## config.mk

```make
export PLATFORM = sky130hd
export DESIGN_NAME = switch_debounce
export DESIGN_NICKNAME = d
export VERILOG_FILES = /design/src/rtl/switch_debounce.sv
export SDC_FILE = /design/constraint.sdc
export NUM_CORES = 1
export LEC_CHECK = 0
export ABC_AREA = 1
export BUFFER_PORTS_ARGS = -buffer_cell sky130_fd_sc_hd__buf_4
export CAP_MARGIN = 10
export CORE_ASPECT_RATIO = 2
export CORE_MARGIN = 2
export CORE_UTILIZATION = 60
export DETAILED_ROUTE_END_ITERATION = 10
export PLACE_DENSITY = 0.78
export SYNTH_ARGS = -nofsm -noshare
export SYNTH_HDL_FRONTEND = slang
export SYNTH_SLANG_ARGS = --single-unit
```

## constraint.sdc

```tcl
create_clock -name clk_100MHz -period 12.55 [get_ports clk_100MHz]
set_input_delay 0.6275 -clock clk_100MHz [delete_from_list [all_inputs] [get_ports clk_100MHz]]
set_output_delay 0.6275 -clock clk_100MHz [all_outputs]
set_load 0.02 [all_outputs]
```

## src/rtl/switch_debounce.sv

```systemverilog
// Switch input conditioner: 2-FF synchroniser, per-bit debounce counters, registered
// rise/fall strobes and a sticky change-event register with acknowledge.
module switch_debounce #(
  parameter int unsigned        WIDTH           = 8,
  parameter int unsigned        DEBOUNCE_CYCLES = 1000000,
  parameter logic [WIDTH-1:0]   RESET_VAL       = '0
) (
  input  logic             clk_100MHz,
  input  logic             reset,
  input  logic [WIDTH-1:0] sw_in,
  output logic [WIDTH-1:0] sw_db,
  output logic [WIDTH-1:0] sw_rise,
  output logic [WIDTH-1:0] sw_fall,
  output logic [WIDTH-1:0] evt_flags,
  output logic             evt_pending,
  input  logic             evt_ack
);

  localparam int unsigned      CntW   = (DEBOUNCE_CYCLES > 2) ? $clog2(DEBOUNCE_CYCLES) : 1;
  localparam logic [CntW-1:0]  CntMax = CntW'(DEBOUNCE_CYCLES - 1);

  logic [WIDTH-1:0] sync1_q, sync1_d;
  logic [WIDTH-1:0] sync2_q, sync2_d;
  logic [WIDTH-1:0] sw_db_q, sw_db_d;
  logic [WIDTH-1:0] rise_q, rise_d;
  logic [WIDTH-1:0] fall_q, fall_d;
  logic [WIDTH-1:0] evt_q, evt_d;
  logic [CntW-1:0]  cnt_q [WIDTH];
  logic [CntW-1:0]  cnt_d [WIDTH];

  // Synchroniser: only the second stage is allowed to feed the debouncer.
  always_comb begin
    sync1_d = sw_in;
    sync2_d = sync1_q;
  end

  // Per-bit debounce: any return to the accepted level restarts the count; a level that
  // survives DEBOUNCE_CYCLES consecutive samples is accepted and strobed.
  always_comb begin
    sw_db_d = sw_db_q;
    rise_d  = '0;
    fall_d  = '0;
    for (int i = 0; i < int'(WIDTH); i++) begin
      cnt_d[i] = '0;
      if (sync2_q[i] != sw_db_q[i]) begin
        if (cnt_q[i] == CntMax) begin
          sw_db_d[i] = sync2_q[i];
          rise_d[i]  = sync2_q[i];
          fall_d[i]  = ~sync2_q[i];
        end else begin
          cnt_d[i] = cnt_q[i] + 1'b1;
        end
      end
    end
  end

  // Sticky events: ack clears old flags, but an edge landing in the ack cycle survives.
  always_comb begin
    evt_d = (evt_ack ? '0 : evt_q) | rise_d | fall_d;
  end

  // State registers, all cleared asynchronously.
  always_ff @(posedge clk_100MHz or posedge reset) begin
    if (reset) begin
      sync1_q <= RESET_VAL;
      sync2_q <= RESET_VAL;
      sw_db_q <= RESET_VAL;
      rise_q  <= '0;
      fall_q  <= '0;
      evt_q   <= '0;
      for (int i = 0; i < int'(WIDTH); i++) cnt_q[i] <= '0;
    end else begin
      sync1_q <= sync1_d;
      sync2_q <= sync2_d;
      sw_db_q <= sw_db_d;
      rise_q  <= rise_d;
      fall_q  <= fall_d;
      evt_q   <= evt_d;
      for (int i = 0; i < int'(WIDTH); i++) cnt_q[i] <= cnt_d[i];
    end
  end

  // Outputs straight from registers; pending is a plain OR with no added latency.
  always_comb begin
    sw_db       = sw_db_q;
    sw_rise     = rise_q;
    sw_fall     = fall_q;
    evt_flags   = evt_q;
    evt_pending = |evt_q;
  end

endmodule

```

-- Word-level counts from Yosys, hierarchy flattened
Index checks and enable logic that the tools add are counted.
- output and inout bits: 33
- register bits: 208
- word-level logic and storage cells: 113
- multiplexer cells: 49
- bitwise gates (word level): 10
- equal/unequal tests: 16
- reduce and logical (&&, ||, !) cells: 9
- $add $sub $neg: 8
- operators with widths (operator ; count):
    $mux W20 ; 16
    $add A20 B1 Y20 const B ; 8
    $eq A20 B20 Y1 const B ; 8
    $mux W1 ; 32
    $or A8 B8 Y8 ; 2
    $reduce_and A2 Y1 ; 8
    $mux W8 ; 1
    $ne A1 B1 Y1 ; 8
    $not A1 Y1 ; 8
    $reduce_or A8 Y1 ; 1

-- Logic depth before layout (Yosys ltp)
Gate-level depths: netlist (run 1).
- word-level depth: 5
- depth in mapped cells: 9

-- Least setup slack after synthesis (run 1)
OpenSTA, ideal clock, no wires.
- path kind: flip-flop to output port
- start point: register evt_q[6], in the netlist evt_flags[6]
- end point: output evt_pending
- cell stages (with the launch flop): 3
- path slack: 11.022 ns
- arrival: 0.901 ns
- path buffers: 0
- path through: dfrtp_1 -> nor4_1 -> nand2_1
- longest elaborated chain between the ends: 1
- RTL lines (element ; RTL line ; text):
    from (decl) ; 27 ; logic [WIDTH-1:0] evt_q, evt_d;
    from (signal assigned) ; 78 ; evt_q <= evt_d;
    $reduce_or A8 Y1 ; 89 ; evt_pending = |evt_q;
    to (decl) ; 15 ; output logic evt_pending,
No other way between the ends.

-- Worst setup path in the final report (run 1)
- start point: register evt_q[5], in the netlist evt_flags[5]
- end point: output evt_pending
Same word-level chain as after synthesis.

==> results of run 1 <==
state kept, by name (all words and copies together) (netlist names):
signal,cells
cnt_q,160
evt_flags,8
sw_db,8
sw_fall,8
sw_rise,8
sync1_q,8
sync2_q,8
stage by stage:
stage / setup WS [ns] / cell area [µm²] / hold WS, ns / instances
2_1_floorplan: 6.24 / 10800 / 0.331 / 1341
3_3_place_gp: 10.25 / 11300 / 0.335 / 1592
3_5_place_dp: 10.22 / 11300 / 0.335 / 1592
4_1_cts: 10.46 / 12000 / 0.220 / 1627
5_1_grt: 10.32 / 12000 / 0.215 / 1627
6_report: 10.46 / 12000 / 0.238 / 1627
final cells by class:
type / instances / area [µm²] / area share (%)
Sequential cell: 208 / 5200 / 43.2
Multi-Input combinational cell: 984 / 5000 / 41.5
Clock buffer: 28 / 572 / 4.75
Inverter: 142 / 543 / 4.51
Timing Repair Buffer: 45 / 338 / 2.81
Tap cell: 213 / 267 / 2.21
Clock inverter: 7 / 116 / 0.967
worst paths after layout:
path                                        start              endpoint  depth (start not counted)
hold / removal                           sw_in[3]  sync1_q[3]$_DFF_PP0_                          1
min in group asynchronous                   reset  sw_db[5]$_DFFE_PP0P_                          2
setup / recovery           evt_flags[5]$_DFF_PP0_           evt_pending                          3
hold reg to reg              sync1_q[7]$_DFF_PP0_  sync2_q[7]$_DFF_PP0_                          0
setup reg to reg             sw_db[5]$_DFFE_PP0P_   cnt_q[45]$_DFF_PP0_                          6
max in group asynchronous                   reset   cnt_q[45]$_DFF_PP0_                          3
routing by layer:
metal | share of wire (%) | vias up
met2 | 55 | 226
met3 | 3.9 | 85
li1 | - | 4382
met5 | 0 | -
met4 | 4.4 | 0
met1 | 37 | 4158
power by group:
part	switching (W)	leakage [nW]	total, W	internal (W)
logic	0.0000337	2.09	0.0000450	0.0000113
registers	0.00000677	2.85	0.000686	0.000679
clock network	0.000254	0.334	0.000635	0.000381
cell families (layout without fill, tap and decap cells):
kind of cell	Yosys count	after routing	synth area share [%]
fa+ha+maj	8	8	0.929
buf+inv	149	222	5.29
simple gates	843	843	36.2
compound gates	52	52	2.71
flops	208	208	48.3
xor+xnor	81	81	6.59
critical path: stages, from the launching register on:
cell and delay (ns):
dfrtp_1 0.43, nor4_1 0.30, nand2_1 0.09, buf_4 0.16
placed cells by master (no fill, tap or decap), drive strengths merged:
master,Yosys,layout
a21oi,15,15
and2,2,2
inv,142,142
o22ai,7,7
or2,1,1
nand4,31,31
clkinvlp,0,1
nor4,3,3
bufinv,0,3
nor2,384,384
xnor2,28,28
nand3,134,134
nor3b,7,7
nand2,248,248
xor2,53,53
clkbuf,0,28
clkinv,0,3
buf,7,45
o21ai,27,27
o21bai,3,3
dfrtp,208,208
nand3b,6,6
ha,8,8
nor3,27,27
==> out/results.ini, run 1 <==
[placed_design]
hpwl_um=17600
numPortBuffers=43
place_congestion=0.962

[finish]
n_fill_cell=1482
area_growth_syn_to_layout_pct=11.8
diodes=0
nets=1420
layout-drive-gt1-share_pct=12.3
fin_util_pct=68.0

[route]
wl_per_cell_um=14.9
antenna_left=0
drt_iter0_markers=405
drcViolationCount=0
via_per_inst=5.44
routed_wl_um=24200
via_count=8851
drt_pass1_iterations=6

[synthesis]
synth-edff-count=0
syn_area_um2=10800
synthArstFlopShare_pct=100
synth_most_common_cell=nor2_1
ys_top_cells_by_count=343 x nor2_1, 220 x nand2_1, 208 x dfrtp_1, 133 x inv_1, 118 x nand3_1
ys_ff_latch=208
synth_cells=1341
ys_top_cells_by_area=dfrtp_1 48%, nor2_1 12%, nand2_1 7.7%
yosys_warnings=0
synthDistinctLibCells=34
postSynthAreaPerCell_um2=8.03
synth_top_cell_area_share_pct=48.3
syn-num-nets=1360
ys_seq_area_share_pct=48.3
yosysTopAreaCell=dfrtp_1
synth-main-ff-cell=dfrtp_1

[clock_tree]
cts_resized=0
cts_root_buf=clkbuf_16
h-tree-depth=1
cts_setup_buffers=0
cts_num_sinks=208
cts_made_buffers=20
tritoncts=done
cts.hold.buffers_added=0
clk-insertion-delay-late_ns=0.50
path_clk_slew_ns=0.06
clockBufferDepth=3

[power]
power_density_nw_per_um2=113
leakagePower_nw=5.27
total_power_w=0.00137
max-vdd-ir-drop_v=0.000139

[sta]
finalSetupTns_ns=0
drv_slew=0
hold_viol_final=0
skew_ns=0.0136
rsz0062_at_grt=no
fin_crit_sh_pct=16.7
worst_slew_pin_slew_ns=1.01
finalCriticalPeriod_ns=2.09
relSlewSlack_pct=32.2
max_freq_mhz=478
setup_viol=0

[global_routing]
grt.overflow.total=0
grt_max_degree=152
met1_usage_pct=27.5
grt_busiest_layer=met2
track_usage_pct=26.0
grt_antenna_before_repair=0
grt_pass1_wl_um=41000
use_met2_pct=49.1
grt_pass1_vias=9162
grtUsageMet3_pct=3.36

[die]
pin_count=44
row_count=69
fp.coreArea_um2=17700
die_w_um=98.7
die_height_um=193
die_area_um2=19100
initial_core_util_pct=60.9

[critical_path]
critical_path_required_ns=11.92
worstSetupPathType=flip-flop to output port
cp_data_arrival_time_ns=1.46
start_kind=flip-flop
cp_max_fo=3
end_kind=output port
ff2ff_setup_slack_ns=10.54

[worst_hold_path]
hp-class=input pin to flip-flop

[job]
drv_cap=0

[status]
status=finished, final reports clean

No activity file was read; power rests on OpenSTA's default activity.
==> inputs of run 2 (changes only) <==
ABC_AREA = 0   (was 1)
CORE_UTILIZATION = 56   (was 60)
PLACE_DENSITY = 0.76   (was 0.78)
clock period = 1.7 ns   (was 12.55 ns; I/O delays follow)
==> run 2 against run 1 <==
Effect of this change:
- the flow now finishes with violations (negative setup slack)
- clock power increased to 7.6 times the previous value
- worst hold slack worse by 0.16 ns
- wire length decreased by 2.3%
- power rose to 7.6 times the previous value
- non-clock buffer count rose by 190
- first-iteration DRC count increased by 15%
- final area grew 9.6%
- die area decreased by 3.3%
- sequential share of layout area is 3.7 points lower
- count of clock-buffer cells in the layout shrank 3
- worst setup slack worse by 11 ns
- register-to-register slack got worse by 11 ns
- critical path type is now flip-flop to flip-flop
==> out/results.ini, run 2 <==
[status]
status=complete, but fails checks
violations=negative setup slack

[clock_tree]
h-tree-depth=1
cts_made_buffers=20
cts_root_buf=clkbuf_16
clk-insertion-delay-late_ns=0.50
path_clk_slew_ns=0.06
tritoncts=done
cts_num_sinks=208
clockBufferDepth=3

[power]
max-vdd-ir-drop_v=0.000797
power_density_nw_per_um2=791
leakagePower_nw=5.54
total_power_w=0.0104

[sta]
skew_ns=0.00927
drv_slew=0
layout_setup_ws_ns=-0.370
finalCriticalPeriod_ns=2.07
worst_slew_pin_slew_ns=0.533
relSlewSlack_pct=64.4
rsz0062_at_grt=yes
fin_crit_sh_pct=122
setup_viol=119
hold_viol_final=0
max_freq_mhz=483

[route]
wl_per_cell_um=16.8
routed_wl_um=23600
drcViolationCount=0
drt_iter0_markers=466
drt_pass1_iterations=5
via_count=8190
via_per_inst=5.83
antenna_left=0

[global_routing]
grt_max_degree=88
grt.overflow.total=0
grt_pass1_vias=8412
grt_pass1_wl_um=39000
track_usage_pct=25.0
grt_antenna_before_repair=0

[placed_design]
placed_area_um2=11600
place_congestion=0.837
numPortBuffers=43
hpwl_um=14700

[finish]
nets=1200
final_cell_mix=200 x dfrtp_1, 198 x buf_4, 75 x nor2_1
n_fill_cell=966
largest_register_ffs=160
fin_area_um2=13200
regMostFlops=cnt_q
diodes=0
area_growth_syn_to_layout_pct=35.9
layout-drive-gt1-share_pct=36.8
final_common_cell=dfrtp_1

[die]
fp.coreArea_um2=17100
die_area_um2=18500
die_w_um=97.1
pin_count=44
die_height_um=190
initial_core_util_pct=56.8
row_count=68

[worst_hold_path]
hp-class=input pin to asynchronous set/reset pin

[critical_path]
start_kind=flip-flop
critical_path_required_ns=2.07
worstSetupPathType=flip-flop to flip-flop
r2r_cells=5
end_kind=flip-flop
cp_data_arrival_time_ns=2.44
cp_max_fo=15

[synthesis]
syn-num-nets=963
synth_most_common_cell=dfrtp_1
synth-main-ff-cell=dfrtp_1
yosysTopAreaCell=dfrtp_1
ys_top_cells_by_count=208 x dfrtp_1, 115 x nor2_1, 60 x nand3_1, 55 x a21oi_1, 51 x xor2_1
syn_area_um2=9710
ys_seq_area_share_pct=53.6
synthDistinctLibCells=49
ys_ff_latch=208
synthArstFlopShare_pct=100
postSynthAreaPerCell_um2=10.3
ys_top_cells_by_area=dfrtp_1 54%, xor2_1 4.6%, nor2_1 4.4%
yosys_warnings=0
synth-edff-count=0
synth_top_cell_area_share_pct=53.6
synth_cells=944

[job]
drv_cap=0

-- run 2: critical path: stages (launching register included) --
cell	delay, ns
dfrtp_1	0.40
or4b_4	0.54
or4_4	0.58
o21ai_4	0.20
buf_12	0.17
nor2_1	0.06
-- run 2: kinds of logic after synthesis --
group           synth area share (%)
simple gates                    25.5
xor+xnor                        8.66
mux                            0.928
fa+ha+maj                       1.03
compound gates                  8.13
flops                           53.6
buf+inv                         2.13
-- run 2: layout make-up --
| class | instances | area [µm²] | share of cell area, % |
|---|---|---|---|
| repair buffers | 235 | 1950 | 14.8 |
| multi-input cells | 688 | 4940 | 37.4 |
| clock inverters | 11 | 160 | 1.21 |
| clock buffers | 25 | 561 | 4.25 |
| flip-flops and latches | 208 | 5220 | 39.5 |
| inverters | 28 | 109 | 0.825 |
| well taps | 210 | 263 | 1.99 |
-- run 2: power by group --
| group | internal (W) | total, W | switching, W |
|---|---|---|---|
| clock network | 0.00295 | 0.00485 | 0.00189 |
| logic | 0.000225 | 0.000506 | 0.000281 |
| registers | 0.00502 | 0.00508 | 0.0000673 |
| total | 0.00819 | 0.0104 | 0.00224 |
-- run 2: routing by layer --
metal / wire length (µm) / global-route usage [%] / up-vias
met3: 885 / 3.96 / 56
li1: - / - / 3858
met4: 610 / 8.45 / 0
met5: 0 / 0 / -
met1: 10000 / 32.6 / 4086
met2: 12100 / 42.5 / 190
-- run 2: repair_timing --
item                                   4_1_cts  5_1_grt
endpoints found under the hold margin      216        0
pin swaps                                   19       26
cloned                                       1        0
buffers inserted                             9       15
setup endpoints to repair                  109      167
gates resized for setup                     77       90
hold buffers                                 9        0
-- run 2: path summary, 6_finish.rpt --
kind	startpoint	slack [ns]	end
worst min register to register	sync1_q[0]$_DFF_PP0_	0.35	sync2_q[0]$_DFF_PP0_
worst max-delay path	cnt_q[46]$_DFF_PP0_	-0.37	cnt_q[51]$_DFF_PP0_
worst max register to register	cnt_q[46]$_DFF_PP0_	-0.37	cnt_q[51]$_DFF_PP0_
max in group asynchronous	reset	0.88	cnt_q[1]$_DFF_PP0_
min in group clk_100MHz	evt_ack	0.22	evt_flags[0]$_DFF_PP0_
worst min-delay path	reset	0.08	sw_fall[4]$_DFF_PP0_
-- run 2: stage by stage --
stage | worst slack [ns] | std cells | setup TNS (ns) | utilization [%] | hold slack [ns]
after global placement | -0.327 | 1337 | -23.85 | 67.8 | 0.0488
final | -0.370 | 1405 | -31.48 | 77.2 | 0.0814
after global routing | -0.412 | 1405 | -36.67 | 77.2 | 0.108
after detailed placement | -0.357 | 1337 | -26.22 | 67.8 | 0.0469
after floorplan | -1.09 | 944 | -248.55 | - | 0.116
after CTS | -0.332 | 1392 | -28.34 | 74.5 | 0.0742
